<file path="config.mk">
export PLATFORM = sky130hd
export DESIGN_NAME = reg_text_composer
export DESIGN_NICKNAME = d
export VERILOG_FILES = /design/src/rtl/reg_text_composer.sv
export SDC_FILE = /design/constraint.sdc
export NUM_CORES = 1
export LEC_CHECK = 0
export BUFFER_PORTS_ARGS = -buffer_cell sky130_fd_sc_hd__buf_2
export CORE_UTILIZATION = 50
export DETAILED_ROUTE_END_ITERATION = 7
export GPL_ROUTABILITY_DRIVEN = 0
export PLACE_DENSITY_LB_ADDON = 0.1
export SKIP_CTS_REPAIR_TIMING = 1
export SLEW_MARGIN = 20
export SYNTH_ARGS = -nofsm -noshare
export SYNTH_HDL_FRONTEND = slang
export SYNTH_SLANG_ARGS = --single-unit
export TNS_END_PERCENT = 20
</file>
<file path="constraint.sdc">
create_clock -name iVGA_CLK -period 5.12 [get_ports iVGA_CLK]
set_input_delay 0.512 -clock iVGA_CLK [delete_from_list [all_inputs] [get_ports iVGA_CLK]]
set_output_delay 0.512 -clock iVGA_CLK [all_outputs]
set_load 0.01 [all_outputs]
</file>
<file path="src/rtl/reg_text_composer.sv">
// Formats one register as "Rnn=HHHHHHHH<term>" into a shadow buffer, one byte per clock,
// then publishes it to the display word on the next vertical-sync falling edge.
module reg_text_composer #(
  parameter logic [7:0] TERM_CHAR = 8'h3B
) (
  input  logic          iVGA_CLK,
  input  logic          iRST,
  input  logic          cVS,
  input  logic          start,
  input  logic [4:0]    reg_index,
  input  logic [31:0]   reg_value,
  output logic [0:103]  word,
  output logic          busy,
  output logic          done
);

  typedef enum logic [1:0] {
    IDLE    = 2'd0,
    EMIT    = 2'd1,
    WAIT_VS = 2'd2
  } state_t;

  state_t        state_r;
  state_t        next_state_s;
  logic [3:0]    cnt_r;
  logic [4:0]    idx_r;
  logic [31:0]   val_r;
  logic [0:103]  shadow_r;
  logic          cvs_d_r;
  logic          vs_fall_s;
  logic          accept_s;
  logic          emit_s;
  logic          commit_s;

  function automatic logic [7:0] hex_char(input logic [3:0] n);
    if (n <= 4'd9) begin
      hex_char = 8'h30 + {4'd0, n};
    end else begin
      hex_char = 8'h41 + {4'd0, n - 4'd10};
    end
  endfunction

  // Character at text position pos: "R", two decimal digits, "=", eight hex nibbles MSB first, terminator.
  function automatic logic [7:0] compose_char(input logic [3:0] pos, input logic [4:0] idx,
                                              input logic [31:0] val);
    logic [4:0] tens;
    logic [4:0] ones;
    logic [2:0] nib_sel;
    tens    = idx / 5'd10;
    ones    = idx % 5'd10;
    nib_sel = 3'(4'd11 - pos);
    case (pos)
      4'd0:    compose_char = 8'h52;
      4'd1:    compose_char = 8'h30 + {3'd0, tens};
      4'd2:    compose_char = 8'h30 + {3'd0, ones};
      4'd3:    compose_char = 8'h3D;
      4'd4, 4'd5, 4'd6, 4'd7, 4'd8, 4'd9, 4'd10, 4'd11:
               compose_char = hex_char(val[{nib_sel, 2'b00} +: 4]);
      4'd12:   compose_char = TERM_CHAR;
      default: compose_char = 8'h00;
    endcase
  endfunction

  assign vs_fall_s = cvs_d_r & ~cVS;

  // State register.
  always_ff @(posedge iVGA_CLK) begin
    if (iRST) begin
      state_r <= IDLE;
    end else begin
      state_r <= next_state_s;
    end
  end

  // Next-state and per-cycle action decode.
  always_comb begin
    next_state_s = state_r;
    accept_s     = 1'b0;
    emit_s       = 1'b0;
    commit_s     = 1'b0;
    case (state_r)
      IDLE: begin
        if (start) begin
          accept_s     = 1'b1;
          next_state_s = EMIT;
        end else begin
          next_state_s = IDLE;
        end
      end
      EMIT: begin
        emit_s = 1'b1;
        if (cnt_r == 4'd12) begin
          next_state_s = WAIT_VS;
        end else begin
          next_state_s = EMIT;
        end
      end
      WAIT_VS: begin
        if (vs_fall_s) begin
          commit_s     = 1'b1;
          next_state_s = IDLE;
        end else begin
          next_state_s = WAIT_VS;
        end
      end
      default: begin
        next_state_s = IDLE;
      end
    endcase
  end

  // Operand capture, shadow fill, commit to the visible word, and sync edge history.
  always_ff @(posedge iVGA_CLK) begin
    if (iRST) begin
      cnt_r    <= 4'd0;
      idx_r    <= 5'd0;
      val_r    <= 32'd0;
      shadow_r <= '0;
      word     <= '0;
      busy     <= 1'b0;
      done     <= 1'b0;
      cvs_d_r  <= 1'b1;
    end else begin
      cvs_d_r <= cVS;
      done    <= commit_s;
      if (accept_s) begin
        idx_r <= reg_index;
        val_r <= reg_value;
        cnt_r <= 4'd0;
        busy  <= 1'b1;
      end
      if (emit_s) begin
        shadow_r[{cnt_r, 3'b000} +: 8] <= compose_char(cnt_r, idx_r, val_r);
        cnt_r                          <= cnt_r + 4'd1;
      end
      // Only the fully built shadow ever reaches the screen.
      if (commit_s) begin
        word <= shadow_r;
        busy <= 1'b0;
      end
    end
  end

endmodule

</file>
# --- Word level (Yosys, flattened, before mapping) ---
# Index checks and enable logic that the tools add are counted.
word_totals:
  register_bits: 254
  input_bits: 41
classes:
  n_addsub: 8
  div: 2
  magnitude_cmp: 1
  n_eq_ne: 14
  shift: 3
  n_mux: 16
  n_bitwise: 3
  n_reduce_logical: 5
op_table:
  columns: ["op", "count"]
  rows:
  - ["variable shift 105 x 9 -> 104 bit (first input constant)", 1]
  - ["variable part select 105 x 9 -> 104 bit", 1]
  - ["bitwise mux 104 bit", 1]
  - ["case mux 8 bit (6 select lines)", 1]
  - ["variable part select 32 x 6 -> 4 bit", 1]
  - ["2-to-1 mux 8 bit", 3]
  - ["== test 4 bit (second input constant)", 5]
  - ["== test 4 x 3 -> 1 bit (second input constant)", 4]
  - ["adder 6 x 5 -> 7 bit (first input constant)", 2]
  - ["negation 8 -> 9 bit", 1]
  - ["adder 7 x 4 -> 8 bit (first input constant)", 1]
  - ["== test 4 x 2 -> 1 bit (second input constant)", 2]
  - ["2-to-1 mux 4 bit", 2]
  - ["inverter 7 -> 8 bit", 1]
  - ["OR reduction 8 bit", 1]
  - ["adder 6 x 4 -> 7 bit (first input constant)", 1]
  - ["2-to-1 mux 1 bit", 6]
  - ["case mux 2 bit (3 select lines)", 1]
  - ["divider 5 x 4 -> 5 bit (second input constant)", 1]
  - ["remainder unit 5 x 4 -> 5 bit (second input constant)", 1]
  - ["adder 4 x 1 -> 4 bit (second input constant)", 1]
  - ["== test 4 x 1 -> 1 bit (second input constant)", 1]
  - ["<= comparator 4 bit (second input constant)", 1]
  - ["logical NOT 4 bit", 1]
  - ["10 further kinds", 11]

# --- Longest topological paths before layout ---
depth:
  depth_word: 10
  ltp_mapped: 12
  depth_no_buf: 9

# --- Least setup slack after synthesis ---
# OpenSTA, ideal clock, no wires.
synth_path:
  kind: "reg2reg"
  from: "reg cnt_r[2]"
  to: "reg shadow_r[4] (netlist name)"
  setup_time_ps: 70
  t_arrival_ps: 2800
  path_slack_ps: 2250
  stages_incl_launch_ff: 10
  path_buffers: 1
  synth_period_minus_slack_ps: 2870
  cell_sequence: "dfxtp_1 buf_2 mux4_2 mux2i_1 ha_1 inv_1 or3_1 a311oi_4 o21ai_0 a21oi_1"
synth_between:
  elab_chain_len: 10
  word_cells_on_any_way: 29
  classes_between: "5 x add/sub; 1 x order compare; 12 x eq/ne; 3 x shift; 5 x mux; 1 x bitwise; 2 x reduce/logical"
synth_lines:
  columns: ["element", "line_no", "text"]
  rows:
  - ["from (decl)", "25", "logic [3:0] cnt_r;"]
  - ["from (signal assigned)", "134", "cnt_r <= cnt_r + 4'd1;"]
  - ["subtractor 2 x 3 -> 3 bit", "51", "nib_sel = 3'(4'd11 - pos);"]
  - ["variable part select 32 x 6 -> 4 bit", "58", "compose_char = hex_char(val[{nib_sel, 2'b00} +: 4]);"]
  - ["subtractor 4 bit", "39", "hex_char = 8'h41 + {4'd0, n - 4'd10};"]
  - ["adder 7 x 4 -> 8 bit", "39", null]
  - ["2-to-1 mux 8 bit", "36", "if (n <= 4'd9) begin"]
  - ["case mux 8 bit (6 select lines)", "52", "case (pos)"]
  - ["2-to-1 mux 8 bit", "132", "if (emit_s) begin"]
  - ["2-to-1 mux 8 bit", "114", "if (iRST) begin"]
  - ["variable part select 105 x 9 -> 104 bit", "133", "shadow_r[{cnt_r, 3'b000} +: 8] <= compose_char(cnt_r, idx_r, val_r);"]
  - ["bitwise mux 104 bit (*)", "133", null]
  - ["to (signal, indexed assignment)", "133", null]
  - ["to (decl)", "28", "logic [0:103] shadow_r;"]
# Every way passes the cells marked *; elsewhere a longest branch is shown, timed or not. The select of a mux whose other input is x is not followed.
# A chain may end at the register's enable or synchronous reset.

# --- Worst setup path after layout ---
layout_path:
  from: "reg cnt_r[2]"
  to: "reg shadow_r[62] (netlist name)"
# Same word-level chain as after synthesis.

==> metrics.yaml <==
power.internal_mw: 2.90
place_ws_ns: 1.45
combPwrFrac: 0.052
fp.dieH_um: 135
ys_types: 56
insertion_delay_ns: 0.50
min_period_over_period: 0.735
synthXorXnorAreaFrac: 0.00297
vias: 7326
ios: 147
io_buffer_count: 133
synth-compound-area-share: 0.175
ys_ff_latch: 228
areaGrowthSynthToFinish_pct: 16.2
grt_pass1_wl_mm: 34.1
synth_fa_ha_area_frac: 0.0141
initial_core_util: 0.512
nets: 1198
rsz0062_at_grt: "no"
ys.flop_type: "dfxtp_1"
die-area_um2: 18200
ys_async_sr_fraction: 0
ir_drop_v: 0.000238
root_buffer: "clkbuf_16"
synth_mux_area_frac: 0.0281
antenna_found_initial: 0
hp-class: "in2reg"
timing.hold.ws_ns: 0.246
final_area_um2: 10300
cts_made_buffers: 24
viasPerCell: 5.29
fmax_mhz: 266
critPathRequiredTime_ns: 5.45
path_clk_slew_ns: 0.06
synth_simple_gate_area_share: 0.215
first_iter_violations: 504
worst-path-max-fanout: 14
synth_area_per_cell_um2: 8.40
core_area_um2: 17300
power_density_nw_per_um2: 361
die_w_um: 135
place_area_um2: 9500
final.min_clock_period_ns: 3.77
grt.overflow.total: 0
cts_tree: "done"
cts.sinks: 228
crit_arrival_ns: 4.09
grt_usage: 0.228
power_switching_mw: 0.818
fin_util: 0.595
fin_tns_setup_ns: 0
cts_max_level: 1
leakage_nw: 3.94
wirelength_mm: 20.8
synth_edf_count: 0
maxSlewHeadroom: 0.338
setup_slack_ns: 1.35
startpoint_type: "flop"
timing.final.max_slew_violations: 0
drive_gt1_frac: 0.177
netlist_area_um2: 8850
crit_path_end_kind: "flop"
first_pass_iters: 5
cap_violations: 0
drc_errors: 0
grt_max_degree: 109
clockPowerShare: 0.459
tightest_slew_ns: 0.985
status: "complete, no violations"
p_seq_frac: 0.489
setup_viol: 0
ys_seq_area_frac: 0.516
crit_type: "reg2reg"
cts_buffer_depth: 3
finalHoldViolCount: 0
grt_pass1_vias: 6778
yosys_warnings: 0
wl_per_cell_um: 15.0
hpwl_mm: 13.5
std_cell_rows: 48
antennaDiodeCount: 0
ant_nets: 0
synth_top_family_by_area: "simple AND/OR/NAND/NOR gates"
fin_skew_ns: 0.0127
swShare: 0.220
syn_inst: 1054
-- through the flow --
stage | power [mW] | cells
floorplan | 2.00 | 1066
global placement | 2.05 | 1346
detailed placement | 2.05 | 1346
CTS | 3.75 | 1385
global route | 3.83 | 1385
finish | 3.72 | 1385
-- cell families (layout without fill, tap and decap cells) --
logic type,after synthesis,after routing
other,1,13
AND/OR/NAND/NOR,443,443
flip-flops,228,228
buffers and inverters,92,186
XOR/XNOR,3,3
multiplexers,17,17
AO/OA/AOI/OAI,260,260
adder cells (fa/ha/maj),10,10
-- layout by cell type, fill, tap and decap left out, types with 3 or more instances in the layout --
cell / n
a22oi_2: 9
nor2b_1: 4
buf_4: 7
mux4_2: 6
o31ai_1: 3
clkbuf_8: 7
a21oi_1: 162
buf_2: 132
mux2i_1: 10
nor3b_1: 3
conb_1: 13
nand3_1: 11
inv_1: 4
nand3b_1: 27
clkbuf_16: 25
nand2_1: 294
o21ai_0: 23
ha_1: 10
or3_1: 8
o21ai_1: 16
nor2_1: 70
a22oi_1: 27
a22o_1: 3
clkbuf_1: 4
dfxtp_1: 228
nand2b_1: 7
nor3_1: 8
-- per-layer routing --
layer / track usage / routed length, um / up-vias
met5: 0 / 0 / -
met4: 0.0493 / 246 / 0
met3: 0.0364 / 1100 / 23
met2: 0.363 / 9540 / 192
met1: 0.326 / 9910 / 3387
li1: - / - / 3724
-- worst max-delay path, cell delays in order, from the launching register on --
cell and delay [ns]:
dfxtp_1 0.72, mux4_2 0.59, mux2i_2 0.26, inv_1 0.10, ha_1 0.22, or2_2 0.33, a21oi_2 0.24, a21oi_1 0.10
a21oi_1 0.80, o21ai_0 0.23
-- final cells by class --
| class | count | area (um^2) |
|---|---|---|
| fill | 1607 | 7010 |
| clock inverter | 3 | 46.3 |
| multi-input combinational | 746 | 3910 |
| clock buffer | 36 | 737 |
| timing repair buffer | 140 | 724 |
| sequential | 228 | 4560 |
| tap | 225 | 282 |
| inverter | 7 | 26.3 |
-- power groups by stage --
stage / clock network (mW) / logic [mW] / registers (mW)
finish: 1.70 / 0.192 / 1.82
global route: 1.80 / 0.217 / 1.82
floorplan: 0 / 0.154 / 1.85
detailed placement: 0 / 0.192 / 1.86
global placement: 0 / 0.190 / 1.86
CTS: 1.74 / 0.194 / 1.82
-- cell usage after synthesis, drive strengths merged (3+ instances only) --
master / instances / share of area
mux4: 6 / 0.015
nor2b: 4 / 0.0028
nor3b: 5 / 0.0055
a21oi: 163 / 0.093
clkbuf: 62 / 0.026
o31ai: 3 / 0.0025
nand3: 11 / 0.0062
o41ai: 3 / 0.0051
nand3b: 27 / 0.023
a22o: 3 / 0.0030
nand2: 294 / 0.12
or3: 8 / 0.0057
nor2: 71 / 0.030
ha: 10 / 0.014
a22oi: 36 / 0.036
mux2i: 11 / 0.013
buf: 23 / 0.020
nand2b: 7 / 0.0049
o21ai: 39 / 0.022
nor3: 9 / 0.0057
dfxtp: 228 / 0.52
inv: 6 / 0.0025
-- worst paths after layout --
check        slack [ns]    startpoint            to  depth (start not counted)
min                0.25  reg_index[3]      idx_r[3]                          3
min reg2reg        0.45      word[37]      word[37]                          2
max reg2reg        1.35      cnt_r[2]  shadow_r[62]                          9
max                1.35      cnt_r[2]  shadow_r[62]                          9
-- registers in the layout, summed over array words and instances (netlist names) --
signal / count
cnt_r: 4
idx_r: 5
word: 91
cvs_d_r: 1
shadow_r: 91
val_r: 32
done: 1
state_r: 2
busy: 1
No activity file was read; power rests on OpenSTA's default activity.
